## config.mk

```make
export PLATFORM = sky130hd
export DESIGN_NAME = ccl_issue_unit
export DESIGN_NICKNAME = d
export VERILOG_FILES = /design/src/rtl/ccl_issue_unit.sv
export SDC_FILE = /design/constraint.sdc
export NUM_CORES = 1
export LEC_CHECK = 0
export BUFFER_PORTS_ARGS = -buffer_cell sky130_fd_sc_hd__buf_4
export CAP_MARGIN = 20
export CORE_ASPECT_RATIO = 0.9
export CORE_MARGIN = 5
export CORE_UTILIZATION = 47
export CTS_CLUSTER_SIZE = 28
export DETAILED_ROUTE_END_ITERATION = 7
export PLACE_DENSITY_LB_ADDON = 0.25
export SYNTH_ARGS = -nofsm -noshare
export SYNTH_HDL_FRONTEND = slang
export SYNTH_SLANG_ARGS = --single-unit
```

## constraint.sdc

```tcl
create_clock -name clock -period 3.1 [get_ports clock]
set_input_delay 0.31 -clock clock [delete_from_list [all_inputs] [get_ports clock]]
set_output_delay 0.31 -clock clock [all_outputs]
set_load 0.02 [all_outputs]
```

## src/rtl/ccl_issue_unit.sv

```systemverilog
// ccl_issue_unit: takes loop-control instructions from fetch, issues them to
// the loop-stack unit for one cycle, waits one cycle, then turns the
// loop-stack response into a fetch redirect or a fault pulse.
module ccl_issue_unit #(
   parameter int STAT_W = 16
) (
   input  logic              clock,
   input  logic              reset,
   input  logic              instr_valid,
   output logic              instr_ready,
   input  logic [1:0]        instr_op,
   input  logic [31:0]       instr_pc,
   input  logic [31:0]       instr_count,
   input  logic [31:0]       instr_target,
   input  logic              flush,
   output logic [1:0]        command,
   output logic [31:0]       address,
   output logic [31:0]       counter,
   output logic [31:0]       inTarget,
   input  logic [31:0]       ccl_target,
   input  logic              ccl_valid,
   input  logic              ccl_full,
   input  logic              ccl_error,
   output logic              redirect,
   output logic [31:0]       redirect_pc,
   output logic              fault,
   output logic [1:0]        fault_code,
   output logic [STAT_W-1:0] issued_count,
   output logic [STAT_W-1:0] fault_count
);

   localparam logic [1:0] ST_IDLE  = 2'd0;
   localparam logic [1:0] ST_ISSUE = 2'd1;
   localparam logic [1:0] ST_WAIT  = 2'd2;

   localparam logic [1:0] OP_NONE  = 2'b00;
   localparam logic [1:0] OP_BREAK = 2'b01;
   localparam logic [1:0] OP_CCL   = 2'b10;
   localparam logic [1:0] OP_ILL   = 2'b11;

   localparam logic [1:0] FC_NONE  = 2'b00;
   localparam logic [1:0] FC_ILL   = 2'b01;
   localparam logic [1:0] FC_FULL  = 2'b10;
   localparam logic [1:0] FC_LOOP  = 2'b11;

   // Saturating increment: the statistic sticks at all-ones.
   function automatic logic [STAT_W-1:0] sat_inc(input logic [STAT_W-1:0] v);
      if (v == {STAT_W{1'b1}}) begin
         return v;
      end else begin
         return v + {{(STAT_W-1){1'b0}}, 1'b1};
      end
   endfunction

   logic [1:0]  state_r;
   logic [1:0]  state_nxt_s;
   logic [1:0]  op_r;
   logic        accept_s;
   logic        issue_ok_s;
   logic        rsp_redirect_s;
   logic [31:0] rsp_pc_s;
   logic        rsp_fault_s;
   logic [1:0]  rsp_code_s;

   // Handshake and command are gated by reset combinationally so the
   // loop-stack unit never sees a command while reset is held.
   always_comb begin
      instr_ready = (state_r == ST_IDLE) && !reset;
      if (!reset && (state_r == ST_ISSUE)) begin
         command = op_r;
      end else begin
         command = OP_NONE;
      end
   end

   // Accept decode: illegal ops and zero-count loops fault without issuing.
   always_comb begin
      accept_s   = instr_valid && instr_ready && !flush && (instr_op != OP_NONE);
      issue_ok_s = accept_s && (instr_op != OP_ILL) &&
                   !((instr_op == OP_CCL) && (instr_count == 32'd0));
   end

   // Response decode: accept-time faults, or the loop-stack result in WAIT.
   always_comb begin
      rsp_redirect_s = 1'b0;
      rsp_pc_s       = 32'd0;
      rsp_fault_s    = 1'b0;
      rsp_code_s     = FC_NONE;
      if (accept_s && (instr_op == OP_ILL)) begin
         rsp_fault_s = 1'b1;
         rsp_code_s  = FC_ILL;
      end else if (accept_s && (instr_op == OP_CCL) && (instr_count == 32'd0)) begin
         rsp_fault_s = 1'b1;
         rsp_code_s  = FC_LOOP;
      end else if ((state_r == ST_WAIT) && !flush) begin
         case (op_r)
            OP_CCL: begin
               if (ccl_error) begin
                  rsp_fault_s = 1'b1;
                  rsp_code_s  = ccl_full ? FC_FULL : FC_LOOP;
               end else if (ccl_valid) begin
                  rsp_redirect_s = 1'b1;
                  rsp_pc_s       = ccl_target;
               end else begin
                  rsp_redirect_s = 1'b0;
               end
            end
            OP_BREAK: begin
               if (ccl_error) begin
                  rsp_fault_s = 1'b1;
                  rsp_code_s  = FC_LOOP;
               end else begin
                  rsp_redirect_s = 1'b1;
                  rsp_pc_s       = inTarget;
               end
            end
            default: begin
               rsp_redirect_s = 1'b0;
            end
         endcase
      end else begin
         rsp_redirect_s = 1'b0;
      end
   end

   // Next-state: IDLE -> ISSUE -> WAIT -> IDLE, flush aborts to IDLE.
   always_comb begin
      case (state_r)
         ST_IDLE:  state_nxt_s = issue_ok_s ? ST_ISSUE : ST_IDLE;
         ST_ISSUE: state_nxt_s = flush ? ST_IDLE : ST_WAIT;
         ST_WAIT:  state_nxt_s = ST_IDLE;
         default:  state_nxt_s = ST_IDLE;
      endcase
   end

   // State, operand latches, response pulses and statistics.
   always_ff @(posedge clock) begin
      if (reset) begin
         state_r      <= ST_IDLE;
         op_r         <= OP_NONE;
         address      <= 32'd0;
         counter      <= 32'd0;
         inTarget     <= 32'd0;
         redirect     <= 1'b0;
         redirect_pc  <= 32'd0;
         fault        <= 1'b0;
         fault_code   <= FC_NONE;
         issued_count <= {STAT_W{1'b0}};
         fault_count  <= {STAT_W{1'b0}};
      end else begin
         state_r <= state_nxt_s;
         if (issue_ok_s) begin
            op_r     <= instr_op;
            address  <= instr_pc;
            counter  <= instr_count;
            inTarget <= instr_target;
         end
         redirect   <= rsp_redirect_s;
         fault      <= rsp_fault_s;
         fault_code <= rsp_fault_s ? rsp_code_s : FC_NONE;
         if (rsp_redirect_s) begin
            redirect_pc <= rsp_pc_s;
         end
         if (state_r == ST_ISSUE) begin
            issued_count <= sat_inc(issued_count);
         end
         if (rsp_fault_s) begin
            fault_count <= sat_inc(fault_count);
         end
      end
   end

endmodule

```

== Word-level counts from Yosys, hierarchy flattened ==
Cells that the tools add are included.
W data, S select, Z words.

* Bits in registers: 168
* Word-level logic and storage cells: 79
* Input bits: 137

* Muxes and demuxes: 30
* Reductions and logical operators: 23
* Equality and inequality tests: 9
* Bitwise logic cells: 3
* Add/subtract/negate cells: 2

{| class="wikitable"
|+ Operators by type and width
! cell !! number
|-
| $mux W32 || 6
|-
| $pmux W32 S2 || 1
|-
| $add A16 B1 Y16 const B || 2
|-
| $eq A16 B16 Y1 const B || 2
|-
| $logic_not A32 Y1 || 1
|-
| $mux W1 || 14
|-
| $logic_and A1 B1 Y1 || 12
|-
| $mux W2 || 6
|-
| $eq A2 B2 Y1 const B || 4
|-
| $pmux W2 S2 || 2
|-
| $eq A2 B1 Y1 const B || 2
|-
| $reduce_and A2 Y1 || 2
|-
| $reduce_or A2 Y1 || 2
|-
| $logic_not A1 Y1 || 3
|-
| $not A1 Y1 || 3
|-
| $reduce_or A3 Y1 || 1
|-
| $logic_not A2 Y1 || 1
|-
| $ne A2 B2 Y1 const B || 1
|-
| $pmux W1 S2 || 1
|-
| $reduce_bool A2 Y1 || 1
|}

== Longest topological paths before layout ==
Gate-level depths: netlist of the first run.

* Depth after elaboration: 11
* Mapped depth: 9
* Mapped depth without buffers: 7

== Worst setup path before layout of the first run ==
OpenSTA, ideal clock, no wires.

* Path type: input-to-reg
* From: input instr_op[0]
* To: register fault_count[11]
* Path buffers: 3
* Data required time: 2.979 ns
* Setup slack: 0.763 ns
* Arrival: 2.216 ns
* Stages on the path: 8
* Cells stage by stage: clkbuf_1 -> nor4_1 -> nand4_1 -> or4_1 -> buf_2 -> buf_2 -> a211oi_1 -> mux2_2

* Cells in the longest elaborated chain, start to end: 7
* Elaborated cells between the ends (all ways): 10
* Those cells by class: eq/ne: 2; mux: 2; reduce/logical: 6

{| class="wikitable"
|+ Ends and longest elaborated chain
! item !! line !! RTL
|-
| start, declared || 11 || <nowiki>input logic [1:0] instr_op,</nowiki>
|-
| $reduce_bool A2 Y1 || 78 || <nowiki>accept_s = instr_valid && instr_ready && !flush && (instr_op != OP_NONE);</nowiki>
|-
| $logic_and A1 B1 Y1 || 78 ||
|-
| $logic_and A1 B1 Y1 (2 in series) || 92 || <nowiki>end else if (accept_s && (instr_op == OP_CCL) && (instr_count == 32'd0)) begin</nowiki>
|-
| $mux W1 || 92 ||
|-
| $mux W1 (*) || 89 || <nowiki>if (accept_s && (instr_op == OP_ILL)) begin</nowiki>
|-
| $reduce_and A2 Y1 (no line) (*) || n/a ||
|-
| end signal, assigned || 149 || <nowiki>fault_count <= {STAT_W{1'b0}};</nowiki>
|-
| end signal, assigned || 168 || <nowiki>fault_count <= sat_inc(fault_count);</nowiki>
|-
| end, declared || 29 || <nowiki>output logic [STAT_W-1:0] fault_count</nowiki>
|}

Every way passes the cells marked *; elsewhere a longest branch is shown, timed or not.
A chain may end at the register's enable or synchronous reset.

== Worst setup path in the final report of the first run ==
* From: input instr_count[23]
* To: register fault_count[5]

* Cells in the longest elaborated chain, start to end: 5

{| class="wikitable"
|+ Ends and longest elaborated chain
! item !! line !! RTL
|-
| start, declared || 13 || <nowiki>input logic [31:0] instr_count,</nowiki>
|-
| $logic_not A32 Y1 || 92 ||
|-
| $logic_and A1 B1 Y1 || 92 ||
|-
| $mux W1 || 92 ||
|-
| $mux W1 || 89 ||
|-
| $reduce_and A2 Y1 (no line) || n/a ||
|}

Every way passes these cells.

==> flow_summary.html, run 1 <==
<table>
<tr><th>Metric</th><th>Value</th></tr>
<tr><th colspan="2">Placement</th></tr>
<tr><td>Routability congestion estimate</td><td>0.842</td></tr>
<tr><td>Port Buffers</td><td>303</td></tr>
<tr><td>Number of placed instances, taps included</td><td>1183</td></tr>
<tr><td>HPWL after detailed placement</td><td>15.0 mm</td></tr>
<tr><th colspan="2">Routing</th></tr>
<tr><td># DRC</td><td>0</td></tr>
<tr><td>First-iteration detailed-routing DRC count</td><td>309</td></tr>
<tr><td>Total wire length after detailed routing</td><td>20.6 mm</td></tr>
<tr><td>Number of iterations in the first detailed-routing pass</td><td>4</td></tr>
<tr><td>Via total after detailed routing</td><td>6285</td></tr>
<tr><td>Average via count per standard cell</td><td>just over 5</td></tr>
<tr><td>Post-route antenna net violation count</td><td>0</td></tr>
<tr><td>WL per Instance</td><td>17.0 um</td></tr>
<tr><th colspan="2">Critical path</th></tr>
<tr><td>Kind of capture point of the worst setup path</td><td>flip-flop</td></tr>
<tr><td>CP Data Required Time</td><td>around 3400 ps</td></tr>
<tr><td>Data arrival, critical path</td><td>2750 ps</td></tr>
<tr><td>Maximum fanout encountered on the critical timing path</td><td>11</td></tr>
<tr><td>Kind of critical path</td><td>input pin to flip-flop</td></tr>
<tr><td>Startpoint class of the critical path</td><td>input pin</td></tr>
<tr><td>Worst R2R Path Depth</td><td>6</td></tr>
<tr><th colspan="2">CTS</th></tr>
<tr><td>Maximum level of the CTS H-tree</td><td>4</td></tr>
<tr><td>Count of cells resized by post-cts repair</td><td>0</td></tr>
<tr><td>CTS tree</td><td>yes</td></tr>
<tr><td>TritonCTS Sinks</td><td>roughly 170</td></tr>
<tr><td>Number of buffers inserted by post-CTS setup repair</td><td>0</td></tr>
<tr><td>Clock Root Buffer</td><td>sky130_fd_sc_hd__clkbuf_16</td></tr>
<tr><td>Worst skew pair latency</td><td>roughly 430 ps</td></tr>
<tr><td>Cts bufs inserted</td><td>17</td></tr>
<tr><td>Clock-pin slew on the worst setup and hold paths</td><td>60 ps</td></tr>
<tr><td>Number of buffers added to fix hold violations after cts</td><td>0</td></tr>
<tr><td>Number of buffers between clock root and the deepest sink</td><td>2</td></tr>
<tr><th colspan="2">STA</th></tr>
<tr><td>Final hold vios</td><td>0</td></tr>
<tr><td>Skew final</td><td>between 15 and 20 ps</td></tr>
<tr><td>Final period demand of the worst path</td><td>2450 ps</td></tr>
<tr><td>Total count of max-transition violations in the final report</td><td>0</td></tr>
<tr><td>Setup repair after global routing missed its margin</td><td>no</td></tr>
<tr><td>Worst slew margin relative to its limit</td><td>47.4%</td></tr>
<tr><td>Setup TNS after final layout</td><td>0 ps</td></tr>
<tr><td>Least-Margin Pin Slew</td><td>789 ps</td></tr>
<tr><td>Setup violation total in the final timing report</td><td>0</td></tr>
<tr><td>FMAX</td><td>409 MHz</td></tr>
<tr><td>Period utilisation layout</td><td>78.9%</td></tr>
<tr><th colspan="2">Power and ir drop</th></tr>
<tr><td>Leakage power total</td><td>0.00484 uW</td></tr>
<tr><td>Max rail drop VDD</td><td>0.417 mV</td></tr>
<tr><td>Pwr dens</td><td>between 400 and 500 nW/um2</td></tr>
<tr><th colspan="2">Yosys</th></tr>
<tr><td>Synth Warn #</td><td>0</td></tr>
<tr><td>Sequential-to-total area share from yosys stat</td><td>48.9%</td></tr>
<tr><td>Number of different library cells in the post-synthesis netlist</td><td>between 40 and 50</td></tr>
<tr><td>Number of flops mapped to enable cells by yosys</td><td>0</td></tr>
<tr><td>Synthesized netlist net count</td><td>860</td></tr>
<tr><td>Share of flip-flops with an asynchronous set or reset</td><td>0%</td></tr>
<tr><td>Gate Count Post-Synth</td><td>719</td></tr>
<tr><td>Count of state elements after synthesis</td><td>168</td></tr>
<tr><td>Mean area per synthesized cell</td><td>9.56 um2</td></tr>
<tr><td>Top flip-flop cell by instance count after synthesis</td><td>sky130_fd_sc_hd__dfxtp_1</td></tr>
<tr><td>Netlist area before placement</td><td>6880 um2</td></tr>
<tr><th colspan="2">Die</th></tr>
<tr><td>Placement row count</td><td>between 40 and 50</td></tr>
<tr><td>Die boundary height</td><td>125 um</td></tr>
<tr><td>Initial cell density of the core</td><td>47.2%</td></tr>
<tr><td>Floorplan core area</td><td>approximately 15000 um2</td></tr>
<tr><td>Area of the die</td><td>approximately 17000 um2</td></tr>
<tr><td>Number of primary I/O pins</td><td>304</td></tr>
<tr><td>Die X</td><td>138 um</td></tr>
<tr><th colspan="2">Global route</th></tr>
<tr><td>Global-route usage over all layers</td><td>23.4%</td></tr>
<tr><td>GRT met3 Usage</td><td>about 9%</td></tr>
<tr><td>Congestion Overflow GR</td><td>0</td></tr>
<tr><td>Number of global-route vias before repair</td><td>~6k</td></tr>
<tr><td>M1 GR Usage</td><td>27.7%</td></tr>
<tr><td>Global-route wire length before repair</td><td>32.0 mm</td></tr>
<tr><td>Most congested layer reported by global routing</td><td>met2</td></tr>
<tr><td>Initial antenna violation count</td><td>0</td></tr>
<tr><td>Pin count of the biggest net entering global routing</td><td>86</td></tr>
<tr><td>Met2 Track Usage GR</td><td>38.5%</td></tr>
<tr><th colspan="2">Layout</th></tr>
<tr><td>Syn-to-layout area delta</td><td>44.4%</td></tr>
<tr><td>Most frequent cells in the layout</td><td>sky130_fd_sc_hd__buf_4, sky130_fd_sc_hd__dfxtp_1, sky130_fd_sc_hd__nor2_1, sky130_fd_sc_hd__mux2i_1, sky130_fd_sc_hd__a211oi_1</td></tr>
<tr><td>Antenna diodes</td><td>0</td></tr>
<tr><td>Number of cells in the finished layout apart from fillers</td><td>1215</td></tr>
<tr><td>Fraction of layout cells with a size suffix above 1</td><td>35.5%</td></tr>
<tr><td>Most common cell after layout, fill and taps aside</td><td>sky130_fd_sc_hd__buf_4</td></tr>
<tr><td>Total Nets Final</td><td>about 1.1k</td></tr>
<tr><th colspan="2">Status</th></tr>
<tr><td>Result of the run</td><td>complete, no violations</td></tr>
<tr><th colspan="2">Run</th></tr>
<tr><td># Max-Cap Violations</td><td>0</td></tr>
<tr><th colspan="2">Worst hold path</th></tr>
<tr><td>Worst hold stages</td><td>2</td></tr>
<tr><td>Worst Hold Class</td><td>input pin to flip-flop</td></tr>
</table>
cells in the mapped netlist (2+ instances only):
master / number / area (um2)
sky130_fd_sc_hd__a2111oi_1: 2 / 20.0
sky130_fd_sc_hd__a211oi_1: 40 / 300
sky130_fd_sc_hd__a21oi_1: 13 / 65.1
sky130_fd_sc_hd__a22oi_1: 32 / 240
sky130_fd_sc_hd__and3_1: 9 / 56.3
sky130_fd_sc_hd__and4_1: 4 / 35.0
sky130_fd_sc_hd__buf_1: 4 / 15.0
sky130_fd_sc_hd__buf_2: 12 / 60.1
sky130_fd_sc_hd__clkbuf_1: 33 / 124
sky130_fd_sc_hd__dfxtp_1: 168 / 3360
sky130_fd_sc_hd__ha_1: 4 / 50.1
sky130_fd_sc_hd__inv_1: 6 / 22.5
sky130_fd_sc_hd__mux2_1: 2 / 22.5
sky130_fd_sc_hd__mux2_2: 12 / 135
sky130_fd_sc_hd__mux2i_1: 100 / 1000
sky130_fd_sc_hd__nand2_1: 12 / 45.0
sky130_fd_sc_hd__nand2b_1: 3 / 18.8
sky130_fd_sc_hd__nand3_1: 13 / 65.1
sky130_fd_sc_hd__nand3b_1: 2 / 15.0
sky130_fd_sc_hd__nand4_1: 6 / 37.5
sky130_fd_sc_hd__nor2_1: 160 / 601
sky130_fd_sc_hd__nor2b_1: 18 / 113
sky130_fd_sc_hd__nor3_1: 4 / 20.0
sky130_fd_sc_hd__nor4_1: 8 / 50.1
sky130_fd_sc_hd__nor4b_1: 2 / 17.5
sky130_fd_sc_hd__o2111ai_1: 3 / 26.3
sky130_fd_sc_hd__o211ai_1: 5 / 37.5
sky130_fd_sc_hd__o21a_1: 2 / 15.0
sky130_fd_sc_hd__o21ai_0: 9 / 45.0
sky130_fd_sc_hd__o31ai_1: 4 / 30.0
sky130_fd_sc_hd__or4_1: 4 / 30.0
sky130_fd_sc_hd__xnor2_1: 2 / 17.5
sky130_fd_sc_hd__xor2_1: 8 / 70.1
worst paths after layout:
kind | startpoint | end | slack [ps]
max | instr_count[23] | fault_count[5] | 650
min | flush | state_r[1] | 80
max reg2reg | state_r[1] | fault_count[5] | 690
min reg2reg | counter[19] | counter[19] | 500
layer usage:
layer | share of wire (%) | wire (um)
met5 | 0 | 0
met2 | 50 | 10300
met4 | 2.1 | 432
met3 | 8.2 | 1680
met1 | 40 | 8250
sequential cells by signal, summed over array words and instances (netlist names):
| register | cells |
|---|---|
| address | 32 |
| counter | 32 |
| inTarget | 32 |
| redirect_pc | 32 |
| fault_count | 16 |
| issued_count | 16 |
| fault_code | 2 |
| op_r | 2 |
| state_r | 2 |
| fault | 1 |
| redirect | 1 |
final cells by class:
class                      count  area (um2)
fill                        1195        4630
sequential                   168        3360
multi-input combinational    496        3310
timing repair buffer         315        2380
clock buffer                  18         429
tap                          198         248
clock inverter                14         174
inverter                       6        22.5
power by group:
| part | switching, uW | internal [uW] |
|---|---|---|
| Sequential | 20.9 | 2190 |
| Clock | 892 | 1270 |
| Combinational | 191 | 202 |
through the flow:
| step | area, um2 | utilization [%] | setup WS (ps) | hold WS, ps | power (uW) |
|---|---|---|---|---|---|
| final | 9930 | 68.2 | 654 | 75.3 | 4770 |
| after detailed placement | 9330 | 64.1 | 283 | 484 | 2650 |
| after CTS | 9930 | 68.2 | 686 | 52.4 | 4810 |
| after global placement | 9330 | 64.1 | 423 | 475 | 2650 |
| after global routing | 9930 | 68.2 | 518 | 63.9 | 4950 |
| after floorplan | 6880 | - | 763 | 386 | 2430 |
logic make-up after synthesis:
logic type | share of synthesized area, %
muxes | 16.8
DFF | 48.9
buffers and inverters | 3.22
and+or+nand+nor | 16.7
xor gates and xnor gates | 1.27
AOI/OAI and AO/OA | 12.3
adders and majority gates | 0.728
worst max-delay path, stage by stage:
cell	delay, ps
sky130_fd_sc_hd__buf_4	110
sky130_fd_sc_hd__nor4_1	490
sky130_fd_sc_hd__nand3_1	240
sky130_fd_sc_hd__or4_1	680
sky130_fd_sc_hd__buf_4	250
sky130_fd_sc_hd__a211oi_1	300
sky130_fd_sc_hd__mux2_2	370
No activity file was read; power rests on OpenSTA's default activity.
==> inputs of run 2 (changes only) <==
ABC_AREA = 1   (was default)
CORE_UTILIZATION = 49   (was 47)
clock period = 2.42 ns   (was 3.1 ns; I/O delays follow)
==> flow_summary.html, run 2 <==
<table>
<tr><th>Metric</th><th>Value</th></tr>
<tr><th colspan="2">CTS</th></tr>
<tr><td>Clock-pin slew on the worst setup and hold paths</td><td>roughly 70 ps</td></tr>
<tr><td>Number of buffers between clock root and the deepest sink</td><td>2</td></tr>
<tr><td>TritonCTS Sinks</td><td>168</td></tr>
<tr><td>Clock Root Buffer</td><td>sky130_fd_sc_hd__clkbuf_16</td></tr>
<tr><td>Worst skew pair latency</td><td>420 ps</td></tr>
<tr><td>Cts bufs inserted</td><td>17</td></tr>
<tr><td>Count of cells resized by post-cts repair</td><td>0</td></tr>
<tr><td>Maximum level of the CTS H-tree</td><td>4</td></tr>
<tr><td>CTS tree</td><td>yes</td></tr>
<tr><th colspan="2">Yosys</th></tr>
<tr><td>Share of flip-flops with an asynchronous set or reset</td><td>0%</td></tr>
<tr><td>Mean area per synthesized cell</td><td>7.02 um2</td></tr>
<tr><td>Count of state elements after synthesis</td><td>168</td></tr>
<tr><td>Sequential-to-total area share from yosys stat</td><td>44.0%</td></tr>
<tr><td>Leading cell type by number of instances after synthesis</td><td>sky130_fd_sc_hd__nor2_1</td></tr>
<tr><td>Top flip-flop cell by instance count after synthesis</td><td>sky130_fd_sc_hd__dfxtp_1</td></tr>
<tr><td>Number of different library cells in the post-synthesis netlist</td><td>32</td></tr>
<tr><td>Gate Count Post-Synth</td><td>1089</td></tr>
<tr><td>Top cell type by total area after synthesis</td><td>sky130_fd_sc_hd__dfxtp_1</td></tr>
<tr><td>Synth Warn #</td><td>0</td></tr>
<tr><td>Fraction of synthesized cell area taken by the top area cell type</td><td>44.0%</td></tr>
<tr><td>Synthesized netlist net count</td><td>1230</td></tr>
<tr><td>Most frequent cells after synthesis</td><td>sky130_fd_sc_hd__nor2_1, sky130_fd_sc_hd__nand2_1, sky130_fd_sc_hd__dfxtp_1</td></tr>
<tr><td>Number of flops mapped to enable cells by yosys</td><td>0</td></tr>
<tr><td>Leading cell types by total area after synthesis</td><td>sky130_fd_sc_hd__dfxtp_1, sky130_fd_sc_hd__nor2_1, sky130_fd_sc_hd__nand2_1</td></tr>
<tr><td>Netlist area before placement</td><td>7640 um2</td></tr>
<tr><th colspan="2">STA</th></tr>
<tr><td>Worst slew margin relative to its limit</td><td>47.1%</td></tr>
<tr><td>Setup TNS after final layout</td><td>0 ps</td></tr>
<tr><td>Least-Margin Pin Slew</td><td>793 ps</td></tr>
<tr><td>Period utilisation layout</td><td>86.3%</td></tr>
<tr><td>Setup violation total in the final timing report</td><td>0</td></tr>
<tr><td>Final hold vios</td><td>0</td></tr>
<tr><td>Setup repair after global routing missed its margin</td><td>no</td></tr>
<tr><td>Worst hold margin</td><td>~130 ps</td></tr>
<tr><td>Final setup slack of the worst path</td><td>roughly 330 ps</td></tr>
<tr><td>Final period demand of the worst path</td><td>2090 ps</td></tr>
<tr><td>Skew final</td><td>13.7 ps</td></tr>
<tr><td>Total count of max-transition violations in the final report</td><td>0</td></tr>
<tr><td>FMAX</td><td>~480 MHz</td></tr>
<tr><th colspan="2">Layout</th></tr>
<tr><td>Total Nets Final</td><td>between 1.5k and 2k</td></tr>
<tr><td>Number of cells in the finished layout apart from fillers</td><td>between 1.5k and 2k</td></tr>
<tr><td>Antenna diodes</td><td>0</td></tr>
<tr><td>Syn-to-layout area delta</td><td>38.2%</td></tr>
<tr><td>Fraction of layout cells with a size suffix above 1</td><td>26.3%</td></tr>
<tr><td>Most common cell after layout, fill and taps aside</td><td>sky130_fd_sc_hd__buf_4</td></tr>
<tr><td>Most frequent cells in the layout</td><td>sky130_fd_sc_hd__buf_4, sky130_fd_sc_hd__nor2_1, sky130_fd_sc_hd__nand2_1, sky130_fd_sc_hd__dfxtp_1, sky130_fd_sc_hd__nand3b_1</td></tr>
<tr><th colspan="2">Placement</th></tr>
<tr><td>Worst setup slack after placement</td><td>453 ps</td></tr>
<tr><td>HPWL after detailed placement</td><td>17.0 mm</td></tr>
<tr><td>Routability congestion estimate</td><td>0.923</td></tr>
<tr><td>Port Buffers</td><td>about 300</td></tr>
<tr><td>Number of placed instances, taps included</td><td>between 1.5k and 2k</td></tr>
<tr><th colspan="2">Critical path</th></tr>
<tr><td>Setup slack, reg-to-reg</td><td>460 ps</td></tr>
<tr><td>Cell class contributing the biggest share of worst-path delay</td><td>buffers and inverters</td></tr>
<tr><td>Data arrival, critical path</td><td>~2400 ps</td></tr>
<tr><td>Maximum fanout encountered on the critical timing path</td><td>70</td></tr>
<tr><td>Kind of capture point of the worst setup path</td><td>flip-flop</td></tr>
<tr><td>Cells along the critical path</td><td>dlygate4sd3_1, buf_4, inv_1, nand3_1, nor2_4, inv_2, nor2_4, buf_4, nand3b_1, nand2_1, nor2_1</td></tr>
<tr><td>Startpoint class of the critical path</td><td>input pin</td></tr>
<tr><td>CP Data Required Time</td><td>2740 ps</td></tr>
<tr><td>Number of buffers and inverters on the critical path</td><td>5</td></tr>
<tr><td>Stage delay of the slowest cell on the critical path</td><td>580 ps</td></tr>
<tr><td>Kind of critical path</td><td>input pin to flip-flop</td></tr>
<tr><td>Crit-path slowest cell</td><td>sky130_fd_sc_hd__buf_4</td></tr>
<tr><th colspan="2">Die</th></tr>
<tr><td>Floorplan core area</td><td>15400 um2</td></tr>
<tr><td>Placement row count</td><td>43</td></tr>
<tr><td>Area of the die</td><td>around 18000 um2</td></tr>
<tr><td>Number of primary I/O pins</td><td>just over 300</td></tr>
<tr><td>Initial cell density of the core</td><td>49.7%</td></tr>
<tr><td>Die X</td><td>approximately 140 um</td></tr>
<tr><td>Die boundary height</td><td>128 um</td></tr>
<tr><th colspan="2">Power and ir drop</th></tr>
<tr><td>Leakage power total</td><td>0.00489 uW</td></tr>
<tr><td>Pwr dens</td><td>575 nW/um2</td></tr>
<tr><td>Max rail drop VDD</td><td>0.614 mV</td></tr>
<tr><th colspan="2">Routing</th></tr>
<tr><td>Post-route antenna net violation count</td><td>0</td></tr>
<tr><td>Number of iterations in the first detailed-routing pass</td><td>5</td></tr>
<tr><td>Total wire length after detailed routing</td><td>24.5 mm</td></tr>
<tr><td>First-iteration detailed-routing DRC count</td><td>474</td></tr>
<tr><td>Detailed-routed wire length on met2</td><td>between 10 and 15 mm</td></tr>
<tr><td>Uppermost signal routing layer after detailed routing</td><td>met4</td></tr>
<tr><td>WL per Instance</td><td>15.6 um</td></tr>
<tr><td>Via total after detailed routing</td><td>between 8k and 9k</td></tr>
<tr><td>Wire length the detailed router placed on met1</td><td>~9.5 mm</td></tr>
<tr><td>Average via count per standard cell</td><td>5.09</td></tr>
<tr><td>Routed length on met3</td><td>~2.7 mm</td></tr>
<tr><td># DRC</td><td>0</td></tr>
<tr><th colspan="2">Run</th></tr>
<tr><td># Max-Cap Violations</td><td>0</td></tr>
<tr><th colspan="2">Worst hold path</th></tr>
<tr><td>Worst Hold Class</td><td>input pin to flip-flop</td></tr>
<tr><th colspan="2">Global route</th></tr>
<tr><td>Congestion Overflow GR</td><td>0</td></tr>
<tr><td>Pin count of the biggest net entering global routing</td><td>142</td></tr>
<tr><td>Number of global-route vias before repair</td><td>7331</td></tr>
<tr><td>Initial antenna violation count</td><td>0</td></tr>
<tr><td>Global-route usage over all layers</td><td>25.8%</td></tr>
<tr><td>Global-route wire length before repair</td><td>37.9 mm</td></tr>
<tr><th colspan="2">Status</th></tr>
<tr><td>Result of the run</td><td>complete, no violations</td></tr>
</table>
-- run 2: logic make-up after synthesis --
| group | synth area share, % |
|---|---|
| xor gates and xnor gates | 0.573 |
| adders and majority gates | 0.655 |
| AOI/OAI and AO/OA | 7.14 |
| buffers and inverters | 6.80 |
| DFF | 44.0 |
| and+or+nand+nor | 40.8 |
-- run 2: worst min-delay path: cells and delay by family --
kind / cells / cell delay (ps)
simple gates: 3 / 200
buf+inv: 1 / 70
-- run 2: cell type report --
type                       count  area (um2)
tap                          202         253
clock inverter                 7        47.5
multi-input combinational    795        3770
sequential                   168        3360
clock buffer                  23         478
fill                        1341        4830
timing repair buffer         318        2410
inverter                      60         229
-- run 2: final timing paths --
| check | start | depth (start not counted) | endpoint |
|---|---|---|---|
| min reg2reg | redirect_pc[28] | 2 | redirect_pc[28] |
| max | flush | 11 | address[12] |
| min | instr_pc[24] | 4 | address[24] |
| max reg2reg | issued_count[0] | 11 | issued_count[3] |
-- run 2: per-stage QoR --
step / util (%) / total power, uW / cell area (um2)
floorplan: - / 3310 / 7640
global placement: 65.1 / 3660 / 10000
detailed placement: 65.1 / 3670 / 10000
CTS: 68.6 / 6110 / 10600
global route: 68.6 / 6320 / 10600
finish: 68.6 / 6070 / 10600
-- run 2: where the power goes --
part | internal (uW) | switching (uW) | total [uW]
combinational | 343 | 384 | 727
sequential | 2830 | 48.4 | 2880
clock | 1380 | 1080 | 2460
total | 4560 | 1510 | 6070
-- run 2: what timing repair did --
action,CTS,global route
buffers inserted,0,0
hold buffers,1,0
endpoints found under the hold margin,1,0
-- run 2: routing by layer --
layer,GRT usage (%),vias to the layer above
met3,9.18,45
met1,30.3,3588
li1,-,4036
met2,43.2,342
met4,10.5,0
met5,0,-
